## config.mk

```make
export PLATFORM = sky130hd
export DESIGN_NAME = spi_matrix_loader
export DESIGN_NICKNAME = d
export VERILOG_FILES = /design/src/rtl/spi_matrix_loader.sv
export SDC_FILE = /design/constraint.sdc
export NUM_CORES = 1
export LEC_CHECK = 0
export BUFFER_PORTS_ARGS = -buffer_cell sky130_fd_sc_hd__buf_4
export CORE_MARGIN = 2
export CORE_UTILIZATION = 45
export DETAILED_ROUTE_END_ITERATION = 8
export PLACE_DENSITY = 0.65
export RECOVER_POWER = 100
export SETUP_SLACK_MARGIN = 0.2
export SKIP_CTS_REPAIR_TIMING = 1
export SYNTH_ARGS = -nofsm -noshare
export SYNTH_HDL_FRONTEND = slang
export SYNTH_SLANG_ARGS = --single-unit
```

## constraint.sdc

```tcl
create_clock -name clk -period 3.6 [get_ports clk]
set_input_delay 0.36 -clock clk [delete_from_list [all_inputs] [get_ports clk]]
set_output_delay 0.36 -clock clk [all_outputs]
set_load 0.01 [all_outputs]
```

## src/rtl/spi_matrix_loader.sv

```systemverilog
// SPI-slave matrix loader: oversampled SPI byte receiver feeding a command/element FSM.
// Optional trailing XOR checksum byte per matrix when SPI_LOADER_CHECKSUM_EN is defined.
module spi_matrix_loader #(
  parameter int unsigned DATA_W   = 16,
  parameter int unsigned N        = 4,
  parameter int unsigned NUM_MAT  = 2,
  parameter logic [7:0]  CMD_BASE = 8'h10,
  localparam int unsigned BYTES   = (DATA_W + 7) / 8,
  localparam int unsigned ADDR_W  = $clog2(N * N),
  localparam int unsigned SEL_W   = (NUM_MAT > 1) ? $clog2(NUM_MAT) : 1
) (
  input  logic              clk,
  input  logic              rst,
  input  logic              sclk,
  input  logic              mosi,
  input  logic              cs_n,
  output logic              wr_en,
  output logic [SEL_W-1:0]  wr_sel,
  output logic [ADDR_W-1:0] wr_addr,
  output logic [DATA_W-1:0] wr_data,
  output logic              done,
  output logic              err,
  output logic              busy
);

  localparam int unsigned BIDX_W = (BYTES > 1) ? $clog2(BYTES) : 1;

`ifdef SPI_LOADER_CHECKSUM_EN
  typedef enum logic [1:0] {IDLE, LOAD, CHK} state_t;
`else
  typedef enum logic [1:0] {IDLE, LOAD} state_t;
`endif

  logic [2:0] sclk_sync_q;
  logic [1:0] mosi_sync_q;
  logic [1:0] csn_sync_q;
  logic [7:0] shift_q;
  logic [2:0] bit_cnt_q;
  logic       full_q;
  logic [7:0] byte_q;
  logic       byte_vld_q;
  logic       rise;

  assign rise = sclk_sync_q[1] & ~sclk_sync_q[2];

  // full_q delays the byte by one stage so byte_vld lands three clocks after the sampled edge
  always_ff @(posedge clk) begin
    if (rst) begin
      sclk_sync_q <= '0;
      mosi_sync_q <= '0;
      csn_sync_q  <= '1;
      shift_q     <= '0;
      bit_cnt_q   <= '0;
      full_q      <= 1'b0;
      byte_q      <= '0;
      byte_vld_q  <= 1'b0;
    end else begin
      sclk_sync_q <= {sclk_sync_q[1:0], sclk};
      mosi_sync_q <= {mosi_sync_q[0], mosi};
      csn_sync_q  <= {csn_sync_q[0], cs_n};
      full_q      <= 1'b0;
      if (csn_sync_q[1]) begin
        bit_cnt_q <= '0;
      end else if (rise) begin
        shift_q   <= {shift_q[6:0], mosi_sync_q[1]};
        bit_cnt_q <= bit_cnt_q + 3'd1;
        full_q    <= (bit_cnt_q == 3'd7);
      end
      byte_vld_q <= full_q;
      if (full_q) byte_q <= shift_q;
    end
  end

  state_t              state_q, state_d;
  logic [SEL_W-1:0]    sel_q, sel_d;
  logic [ADDR_W-1:0]   elem_q, elem_d;
  logic [BIDX_W-1:0]   bidx_q, bidx_d;
  logic [8*BYTES-1:0]  acc_q, acc_d, acc_nxt;
  logic                wr_en_q, wr_en_d;
  logic [SEL_W-1:0]    wr_sel_q, wr_sel_d;
  logic [ADDR_W-1:0]   wr_addr_q, wr_addr_d;
  logic [DATA_W-1:0]   wr_data_q, wr_data_d;
  logic                done_q, done_d;
  logic                err_q, err_d;
  logic [7:0]          cmd_off;
  logic                is_cmd;
`ifdef SPI_LOADER_CHECKSUM_EN
  logic [7:0]          xor_q, xor_d;
`endif

  assign cmd_off = byte_q - CMD_BASE;
  assign is_cmd  = (byte_q >= CMD_BASE) && (32'(cmd_off) < NUM_MAT);

  always_comb begin
    state_d   = state_q;
    sel_d     = sel_q;
    elem_d    = elem_q;
    bidx_d    = bidx_q;
    acc_d     = acc_q;
    acc_nxt   = acc_q;
    wr_en_d   = 1'b0;
    wr_sel_d  = wr_sel_q;
    wr_addr_d = wr_addr_q;
    wr_data_d = wr_data_q;
    done_d    = 1'b0;
    err_d     = 1'b0;
`ifdef SPI_LOADER_CHECKSUM_EN
    xor_d     = xor_q;
`endif
    case (state_q)
      IDLE: begin
        if (byte_vld_q) begin
          if (is_cmd) begin
            sel_d   = cmd_off[SEL_W-1:0];
            elem_d  = '0;
            bidx_d  = '0;
            acc_d   = '0;
            state_d = LOAD;
`ifdef SPI_LOADER_CHECKSUM_EN
            xor_d   = '0;
`endif
          end else begin
            err_d = 1'b1;
          end
        end
      end
      LOAD: begin
        if (byte_vld_q) begin
          acc_nxt[8*int'(bidx_q) +: 8] = byte_q;
`ifdef SPI_LOADER_CHECKSUM_EN
          xor_d = xor_q ^ byte_q;
`endif
          if (bidx_q == BIDX_W'(BYTES - 1)) begin
            wr_en_d   = 1'b1;
            wr_sel_d  = sel_q;
            wr_addr_d = elem_q;
            wr_data_d = acc_nxt[DATA_W-1:0];
            acc_d     = '0;
            bidx_d    = '0;
            if (elem_q == ADDR_W'(N * N - 1)) begin
`ifdef SPI_LOADER_CHECKSUM_EN
              state_d = CHK;
`else
              done_d  = 1'b1;
              state_d = IDLE;
`endif
            end else begin
              elem_d = elem_q + ADDR_W'(1);
            end
          end else begin
            acc_d  = acc_nxt;
            bidx_d = bidx_q + BIDX_W'(1);
          end
        end
      end
`ifdef SPI_LOADER_CHECKSUM_EN
      CHK: begin
        if (byte_vld_q) begin
          if (byte_q == xor_q) done_d = 1'b1;
          else                 err_d  = 1'b1;
          state_d = IDLE;
        end
      end
`endif
      default: state_d = IDLE;
    endcase
  end

  always_ff @(posedge clk) begin
    if (rst) begin
      state_q   <= IDLE;
      sel_q     <= '0;
      elem_q    <= '0;
      bidx_q    <= '0;
      acc_q     <= '0;
      wr_en_q   <= 1'b0;
      wr_sel_q  <= '0;
      wr_addr_q <= '0;
      wr_data_q <= '0;
      done_q    <= 1'b0;
      err_q     <= 1'b0;
`ifdef SPI_LOADER_CHECKSUM_EN
      xor_q     <= '0;
`endif
    end else begin
      state_q   <= state_d;
      sel_q     <= sel_d;
      elem_q    <= elem_d;
      bidx_q    <= bidx_d;
      acc_q     <= acc_d;
      wr_en_q   <= wr_en_d;
      wr_sel_q  <= wr_sel_d;
      wr_addr_q <= wr_addr_d;
      wr_data_q <= wr_data_d;
      done_q    <= done_d;
      err_q     <= err_d;
`ifdef SPI_LOADER_CHECKSUM_EN
      xor_q     <= xor_d;
`endif
    end
  end

  assign wr_en   = wr_en_q;
  assign wr_sel  = wr_sel_q;
  assign wr_addr = wr_addr_q;
  assign wr_data = wr_data_q;
  assign done    = done_q;
  assign err     = err_q;
  assign busy    = (state_q != IDLE);

endmodule
```

==> out/metrics.csv <==
metric;value;unit
p_leak;0.929;nW
fmax;0.516;GHz
dieHeight;76.5;um
tritoncts.num_buffers;9;
endpoint_kind;flip-flop;
root_buffer;clkbuf_8;
met3_usage;5.21;%
ys_async_sr_fraction;0;%
ctsLongestPathBuffers;2;
drive_above_1_share;8.21;%
critical-path-slowest-cell;or4_1;
io_pins;30;
met1_usage;22.0;%
cp_slowest_stage_delay;0.60;ns
fin_crit;1.94;ns
dp_hpwl;2900;um
via_per_inst;4.99;
antenna_found_initial;0;
hold_viol_final;0;
postLayoutCoreUtil;53.0;%
vias;1746;
r2r_cells;4;
postSynthAreaPerCell;9.54;um^2
max_slew_margin;25.6;%
cap_violations;0;
path_clk_slew;0.07;ns
drc_errors;0;
first_pass_iters;4;
worst_path_most_repeated_cell;or4_1;
startpoint;state_q[0];
grtUsageMet2;23.0;%
grtUsageTotal;16.5;%
path_cells;or4_1 -> o22a_4 -> or4_1 -> a21oi_1;
p_clk_share;40.2;%
syn-num-nets;256;
grt_remaining_overflow;0;
grt_max_degree;61;
cts_sinks;67;
ctsHtreeMaxLevel;3;
grt.busiest_layer;met2;
gp_congestion;0.844;
hp-class;input port to flip-flop;
crit_fanout;8;
setup_viol;0;
tritoncts;done;
wl;4430;um
crit_required;3.87;ns
ir_drop;0.000287;V
p_seq_share;58.2;%
synth-seq-cells;67;
worst-slew-pin-transition;1.11;ns
crit_end;elem_q[3];
combinationalPowerShare;1.6;%
p_per_area;476;nW/um^2
wire_per_inst;12.7;um
min_period_over_period;53.9;%
ant_nets;0;
drt_iter0_drc;82;
synth_edf_count;0;
synth_seq_area_share;56.7;%
core;5070;um^2
port_buffers;29;
grt_pass1_wl;7580;um
netSwitchingPower;268;uW
grt_pass1_vias;1569;
yosys_warnings;0;
synth_area;2360;um^2
start_util;46.6;%
reg2reg_from;state_q[0];
die_x;76.5;um
drv_slew;0;
fin_tns_setup;0;ns
synth.distinct_cells;32;
rrSetupSlack;1.66;ns
rsz0062_at_grt;no;
startpoint_type;flip-flop;
area_delta_synth_final;13.8;%
arrival;2.21;ns
n_antenna_cell;0;
switching_share;20.9;%
timing.rr.end;elem_q[3];
synthCells;248;
internal_power;1.01;mW
insertion_delay;0.33;ns
rows;26;
critical_path_class;flip-flop to flip-flop;
totalPowerFinal;1.28;mW
ys.flop_type;dfxtp_1;
die_area;5850;um^2
finalNetCount;284;
skew;0.00473;ns
outcome;complete, no violations;
-- sequential cells by signal, indices dropped and copies added, names as in the netlist --
name         flops
bidx_q           1
mosi_sync_q      2
bit_cnt_q        3
wr_en            1
wr_data         16
wr_addr          4
csn_sync_q       2
done             1
byte_q           8
err              1
sel_q            1
state_q          1
acc_q            8
full_q           1
shift_q          8
wr_sel           1
byte_vld_q       1
elem_q           4
sclk_sync_q      3
-- cells in the final DEF (no fill, tap or decap) --
cell and n:
clkbuf_8 10, a22o_1 8, a21o_2 1, dfxtp_1 67, a21oi_1 28, o22a_4 1
and2_0 1, nand2_1 45, and3_1 2, nand3_1 4, xnor2_1 1, nand2b_1 1
buf_4 5, nand4_1 1, clkinv_2 3, o21ai_0 4, nor2b_1 9, nor4b_1 1
clkbuf_1 28, or3_2 1, or3_1 1, a221oi_1 1, mux2i_1 19, or4b_1 1
inv_1 2, nor2_1 20, nor4_1 2, o31ai_1 1, or2_2 2, or4_1 2
ha_1 3, nor3_1 5
-- layout make-up --
cell class | instances | area [um^2]
well taps | 70 | 87.6
multi-input cells | 165 | 958
fillers | 508 | 2380
clock buffers | 12 | 145
clock inverters | 3 | 15.0
inverters | 2 | 7.51
repair buffers | 31 | 135
flip-flops and latches | 67 | 1340
-- power groups by stage --
stage | Combinational (mW) | Clock [mW] | Sequential (mW)
final | 0.0203 | 0.515 | 0.746
after global routing | 0.0226 | 0.575 | 0.746
after CTS | 0.0208 | 0.536 | 0.746
after detailed placement | 0.0207 | 0 | 0.763
after global placement | 0.0207 | 0 | 0.762
after floorplan | 0.0152 | 0 | 0.762
-- worst min-delay path by stage --
stage                  start       endpoint  slack [ns]  cells past startpoint
4_1_cts                 cs_n  csn_sync_q[0]        0.19                      2
2_1_floorplan  csn_sync_q[0]  csn_sync_q[1]        0.39                      1
6_report                cs_n  csn_sync_q[0]        0.21                      2
3_3_place_gp   csn_sync_q[0]  csn_sync_q[1]        0.39                      1
5_1_grt                 cs_n  csn_sync_q[0]        0.19                      2
3_5_place_dp   csn_sync_q[0]  csn_sync_q[1]        0.40                      1
-- cell families after synthesis --
family                   Yosys count  synth area share, %
AO/OA/AOI/OAI                     44                 11.5
buffers and inverters             16                 2.59
adder cells (fa/ha/maj)            3                 1.59
flip-flops                        67                 56.7
AND/OR/NAND/NOR                   98                 19.2
multiplexers                      19                 8.04
XOR/XNOR                           1                0.370
-- layer usage --
layer  vias to the layer above  routed length [um]
met2                        27                1900
met3                         8                 172
met5                         -                   0
met4                         0                  82
li1                        902                   -
met1                       809                2270
-- cell usage after synthesis (2+ instances only) --
cell	count	area share [%]
a21oi_1	28	5.9
a22o_1	8	3.0
and3_1	2	0.53
buf_1	2	0.32
clkbuf_1	11	1.7
dfxtp_1	67	57
ha_1	3	1.6
inv_1	2	0.32
mux2i_1	19	8.0
nand2_1	45	7.1
nand3_1	4	0.85
nor2_1	20	3.2
nor2b_1	9	2.4
nor3_1	5	1.1
nor4_1	2	0.53
o21ai_0	4	0.85
or2_2	2	0.53
-- stage by stage --
stage | std cells | area (um^2) | setup WS [ns] | hold WS (ns)
floorplan | 248 | 2360 | 1.80 | 0.389
global placement | 335 | 2630 | 1.69 | 0.393
detailed placement | 335 | 2630 | 1.67 | 0.401
CTS | 350 | 2790 | 1.67 | 0.188
global route | 350 | 2690 | 1.51 | 0.190
finish | 350 | 2690 | 1.66 | 0.209
-- critical path, delay by kind of cell (launching register included) --
| family | cells | cell delay, ns |
|---|---|---|
| AOI/OAI and AO/OA | 2 | 0.41 |
| DFF | 1 | 0.39 |
| and+or+nand+nor | 2 | 1.08 |
No activity file was read; power rests on OpenSTA's default activity.
